**src/rtl/bus_pkg.sv**
```systemverilog
// Shared RAM bus definitions: widths, request beat layout and the read/write test.
package bus_pkg;

    localparam int BUS_ADDR_W = 30;
    localparam int BUS_DATA_W = 32;
    localparam int BUS_MASK_W = 4;

    typedef struct packed {
        logic [BUS_ADDR_W-1:0] addr;
        logic [BUS_DATA_W-1:0] data_w;
        logic [BUS_MASK_W-1:0] mask_w;
    } bus_req_t;

    // An all-zero byte mask marks a read beat.
    function automatic logic is_read(input logic [BUS_MASK_W-1:0] mask);
        return mask == '0;
    endfunction

endpackage

```
**src/rtl/bus_arb_pick.sv**
```systemverilog
// Combinational priority picker: first set bit of valid, searching upward from start and wrapping.
// Latency 0; no backpressure of its own (pure function of its inputs).
module bus_arb_pick #(
    parameter int N = 2
) (
    input  logic [N-1:0]         valid,
    input  logic [$clog2(N)-1:0] start,
    output logic [N-1:0]         grant
);

    localparam int IW = $clog2(N);

    logic [IW:0] pos;
    logic        found;

    always_comb begin
        grant = '0;
        found = 1'b0;
        pos   = '0;
        for (int k = 0; k < N; k++) begin
            // start + k fits in IW+1 bits, so one subtraction is a full modulo N
            pos = {1'b0, start} + (IW+1)'(k);
            if (pos >= (IW+1)'(N))
                pos = pos - (IW+1)'(N);
            if (!found && valid[pos[IW-1:0]]) begin
                grant[pos[IW-1:0]] = 1'b1;
                found              = 1'b1;
            end
        end
    end

endmodule

```
**src/rtl/bus_arbiter.sv**
```systemverilog
// Shares the single-port RAM bus among NREQ requesters; routes read data back to its owner.
// Grant is same-cycle (req_ready combinational); read data returns exactly one cycle after acceptance.
// Backpressure: losers see req_ready=0 and hold; a locked owner keeps the bus. BUS_ARB_RR_EN selects round-robin.
module bus_arbiter
    import bus_pkg::*;
#(
    parameter int NREQ   = 2,
    parameter int ADDR_W = BUS_ADDR_W
) (
    input  logic                                clock,
    input  logic                                reset,
    input  logic [NREQ-1:0]                     req_valid,
    output logic [NREQ-1:0]                     req_ready,
    input  logic [NREQ-1:0]                     req_lock,
    input  logic [NREQ-1:0][ADDR_W-1:0]         req_addr,
    input  logic [NREQ-1:0][BUS_DATA_W-1:0]     req_data_w,
    input  logic [NREQ-1:0][BUS_MASK_W-1:0]     req_mask_w,
    output logic [NREQ-1:0]                     rsp_valid,
    output logic [BUS_DATA_W-1:0]               rsp_data,
    output logic [ADDR_W-1:0]                   bus_addr,
    output logic [BUS_DATA_W-1:0]               bus_data_w,
    output logic [BUS_MASK_W-1:0]               bus_mask_w,
    input  logic [BUS_DATA_W-1:0]               bus_data_r
);

    localparam int IW = $clog2(NREQ);

    logic [NREQ-1:0] pick_grant;
    logic [NREQ-1:0] grant;
    logic [IW-1:0]   start;
    logic [IW-1:0]   grant_idx;
    logic [IW-1:0]   lock_idx;
    logic [IW-1:0]   rd_owner;
    logic            lock_vld;
    logic            lock_hit;
    logic            hs;
    logic            rd_pending;

`ifdef BUS_ARB_RR_EN
    logic [IW-1:0] rr_ptr;

    always_ff @(posedge clock or posedge reset) begin
        if (reset)
            rr_ptr <= '0;
        else if (hs)
            rr_ptr <= (grant_idx == IW'(NREQ-1)) ? '0 : grant_idx + 1'b1;
    end

    assign start = rr_ptr;
`else
    assign start = '0;
`endif

    bus_arb_pick #(.N(NREQ)) u_pick (
        .valid (req_valid),
        .start (start),
        .grant (pick_grant)
    );

    // The lock only holds while its owner keeps requesting.
    assign lock_hit = lock_vld && req_valid[lock_idx];

    always_comb begin
        grant = pick_grant;
        if (lock_hit) begin
            grant           = '0;
            grant[lock_idx] = 1'b1;
        end
    end

    always_comb begin
        grant_idx = '0;
        for (int i = 0; i < NREQ; i++)
            if (grant[i])
                grant_idx = IW'(i);
    end

    assign hs        = |grant;
    assign req_ready = grant;

    always_comb begin
        bus_addr   = '0;
        bus_data_w = '0;
        bus_mask_w = '0;
        if (hs) begin
            bus_addr   = req_addr[grant_idx];
            bus_data_w = req_data_w[grant_idx];
            bus_mask_w = req_mask_w[grant_idx];
        end
    end

    always_ff @(posedge clock or posedge reset) begin
        if (reset) begin
            rd_pending <= 1'b0;
            rd_owner   <= '0;
            lock_vld   <= 1'b0;
            lock_idx   <= '0;
        end else begin
            rd_pending <= hs && is_read(req_mask_w[grant_idx]);
            if (hs) begin
                rd_owner <= grant_idx;
                lock_vld <= req_lock[grant_idx];
                lock_idx <= grant_idx;
            end else if (lock_vld && !req_valid[lock_idx]) begin
                lock_vld <= 1'b0;
            end
        end
    end

    always_comb begin
        rsp_valid = '0;
        if (rd_pending)
            rsp_valid[rd_owner] = 1'b1;
    end

    // RAM output is already registered; the response is a straight pass-through.
    assign rsp_data = bus_data_r;

endmodule
```
**config.mk**
```make
export PLATFORM = sky130hd
export DESIGN_NAME = bus_arbiter
export DESIGN_NICKNAME = d
export VERILOG_FILES = /design/src/rtl/bus_pkg.sv /design/src/rtl/bus_arb_pick.sv /design/src/rtl/bus_arbiter.sv
export SDC_FILE = /design/constraint.sdc
export NUM_CORES = 1
export LEC_CHECK = 0
export ABC_CLOCK_PERIOD_IN_PS = 3040
export BUFFER_PORTS_ARGS = -buffer_cell sky130_fd_sc_hd__buf_2
export CORE_AREA = 2 2 106 108
export CTS_BUF_LIST = sky130_fd_sc_hd__clkbuf_16
export CTS_CLUSTER_SIZE = 30
export DETAILED_ROUTE_END_ITERATION = 8
export DIE_AREA = 0 0 108 110
export SLEW_MARGIN = 10
export SYNTH_ARGS = -nofsm -noshare
export SYNTH_HDL_FRONTEND = slang
export SYNTH_SLANG_ARGS = --single-unit
```
**constraint.sdc**
```tcl
create_clock -name clock -period 3.04 [get_ports clock]
set_input_delay 0.456 -clock clock [delete_from_list [all_inputs] [get_ports clock]]
set_output_delay 0.456 -clock clock [all_outputs]
set_load 0.01 [all_outputs]
```
==> reports/results.tsv <==
stage	metric	value	unit
clocking	cts_setup_buffers	0	
clocking	cts_root_buf	clkbuf_16	
cells_and_area	drive_gt1_share	72.5	%
min_path	min_path_type	primary input to async pin	
cells_and_area	fin_nets	469	
die	initial_utilization	10.4	%
setup_path	end_kind	output pin	
grt	antenna_found_initial	0	
grt	grt_start_max_net_pins	69	
placed_design	dp_hpwl	4750	um
flow_run	drv_cap	0	
die	ioPinCount	272	
setup_path	crit_type	flip-flop to output pin	
logic_synthesis	ys_seq_elements	3	
grt	first_global_vias	1500	
route	route.detailed.drc	0	
setup_path	cp.required	2580	ps
grt	grt_pass1_wl	7230	um
power_and_ir_drop	leakagePower	1.28	nW
cells_and_area	final_cell_mix	buf_2 (207), a22o_1 (66), inv_1 (3), clkbuf_16 (3), dfrtp_1 (3)	
timing	fin_setup_tns	0	ps
logic_synthesis	yosysUniqueCellTypes	18	
timing	setup_viol	0	
setup_path	arrival	1790	ps
setup_path	start_kind	flip-flop	
die	num_rows	38	
route	vias	1703	
power_and_ir_drop	p_per_area	280	nW/um2
timing	min_period	2250	ps
logic_synthesis	netlist_area	1110	um2
placed_design	dp_slack	835	ps
clocking	cts_resized	0	
clocking	clock_sinks	3	
logic_synthesis	syn_inst	133	
grt	overflow	0	
timing	hold_viol	0	
logic_synthesis	yosys_warnings	0	
clocking	numCtsBuffers	3	
timing	max-slew-margin-rel	54.1	%
clocking	htreeDepth	1	
route	drt_wl_total	5550	um
clocking	cts.clk_slew.worst_paths	30	ps
logic_synthesis	synth.net_count	303	
placed_design	place_congestion	0.725	
route	wl_per_cell	12.7	um
timing	setup_ws	792	ps
setup_path	critPathMaxFanout	68	
logic_synthesis	syn_avg_cell_area	8.34	um2
cells_and_area	syn2layout_area_growth	86.5	%
grt	grtUsageTotal	7.76	%
cells_and_area	diodes	0	
setup_path	timing.rr.end	rd_owner$_DFFE_PP0P_	
run_status	status	finished, final reports clean	
timing	fmaxAchievable	0.445	GHz
timing	rsz0062_at_grt	no	
clocking	cts_hold_buf	0	
timing	clock_skew	1.27	ps
power_and_ir_drop	power	580	uW
die	fp.dieH	110	um
clocking	clk_path_buf_depth	2	
cells_and_area	layout_commonest_cell	buf_2	
power_and_ir_drop	vdd_drop_max	0.000252	V
route	drt_iter0_drc	47	
route	antenna_left	0	
setup_path	reg2reg_depth	3	
die	die_w	108	um
setup_path	rrSetupSlack	1680	ps
placed_design	io_buffers	207	
timing	tightest_slew	688	ps
die	die_area	11900	um2
clocking	cts_tree	done	
setup_path	r2r_start	rd_owner$_DFFE_PP0P_	
timing	period_share	73.9	%
timing	finalMaxSlewViolations	0	
die	coreArea	10700	um2
route	detail_route.first_pass.iterations	4	
route	via_per_inst	3.89	
clocking	clk_latency	220	ps
logic_synthesis	ys_seq_area_share	6.76	%
==> per-layer routing <==
layer  vias to the layer above  global-route usage, %  share of wire, %
li1                        819                      -                 -
met1                       762                   7.83                34
met2                       110                   15.5                54
met3                        12                   2.00               9.9
met4                         0                   2.47               1.4
met5                         -                      0                 0
==> worst max-delay path, stage by stage (launching register included) <==
cell	delay (ps)
dfrtp_1	410
nand3_2	90
and2_4	600
a22o_1	290
buf_2	170
==> cells in the mapped netlist <==
library cell	instances	share of area, %
buf_4	34	23
clkbuf_1	3	1.0
mux2i_1	1	0.90
nor2_1	2	0.68
buf_2	6	2.7
and2_4	1	0.79
nand2_1	2	0.68
and2b_1	1	0.68
a21boi_2	1	1.0
nor4_1	2	1.1
and2_1	1	0.56
nand3_1	1	0.45
dfrtp_1	3	6.8
a22o_1	66	52
buf_6	5	5.1
nand3_2	1	0.90
a21bo_2	1	0.90
inv_1	2	0.68
==> through the flow <==
stage | hold WS (ps) | cells | util, % | area [um2]
finish | 98.4 | 438 | 19.3 | 2070
global placement | 326 | 434 | 18.6 | 1990
floorplan | 210 | 133 | - | 1110
detailed placement | 333 | 434 | 18.6 | 1990
global route | 110 | 438 | 19.3 | 2070
CTS | 103 | 438 | 19.3 | 2070
==> registers in the layout, indices dropped and copies added, names as in the netlist <==
register	flops
lock_vld	1
rd_owner	1
rd_pending	1
==> final cells by class <==
| class | instances | area [um2] |
|---|---|---|
| Clock buffer | 3 | 75.1 |
| Clock inverter | 1 | 3.75 |
| Fill cell | 1197 | 8630 |
| Inverter | 2 | 7.51 |
| Multi-Input combinational cell | 80 | 682 |
| Sequential cell | 3 | 75.1 |
| Tap cell | 140 | 175 |
| Timing Repair Buffer | 209 | 1050 |
==> report_power, final <==
part           leakage [nW]  total, mW  switching, mW  internal, mW
logic                  1.19      0.329          0.155         0.173
clock network        0.0423      0.206         0.0362         0.170
registers            0.0387     0.0454        0.00260        0.0428
==> kinds of logic after synthesis <==
kind of cell	count (synthesis)	share of synthesized area [%]
simple gates	11	5.86
mux	1	0.902
buf+inv	50	32.5
compound gates	68	54.0
flops	3	6.76
==> how the worst max path moves through the flow <==
stage / end / cells after the start / slack, ps / from
6_report: bus_data_w[31] / 4 / 790 / rd_owner$_DFFE_PP0P_
5_1_grt: bus_data_w[31] / 4 / 680 / rd_owner$_DFFE_PP0P_
4_1_cts: bus_data_w[31] / 4 / 760 / rd_owner$_DFFE_PP0P_
3_5_place_dp: bus_data_w[31] / 5 / 840 / req_valid[1]
3_3_place_gp: bus_data_w[31] / 5 / 880 / req_valid[1]
2_1_floorplan: bus_data_w[10] / 6 / 1340 / req_valid[1]
No activity file was read; power rests on OpenSTA's default activity.
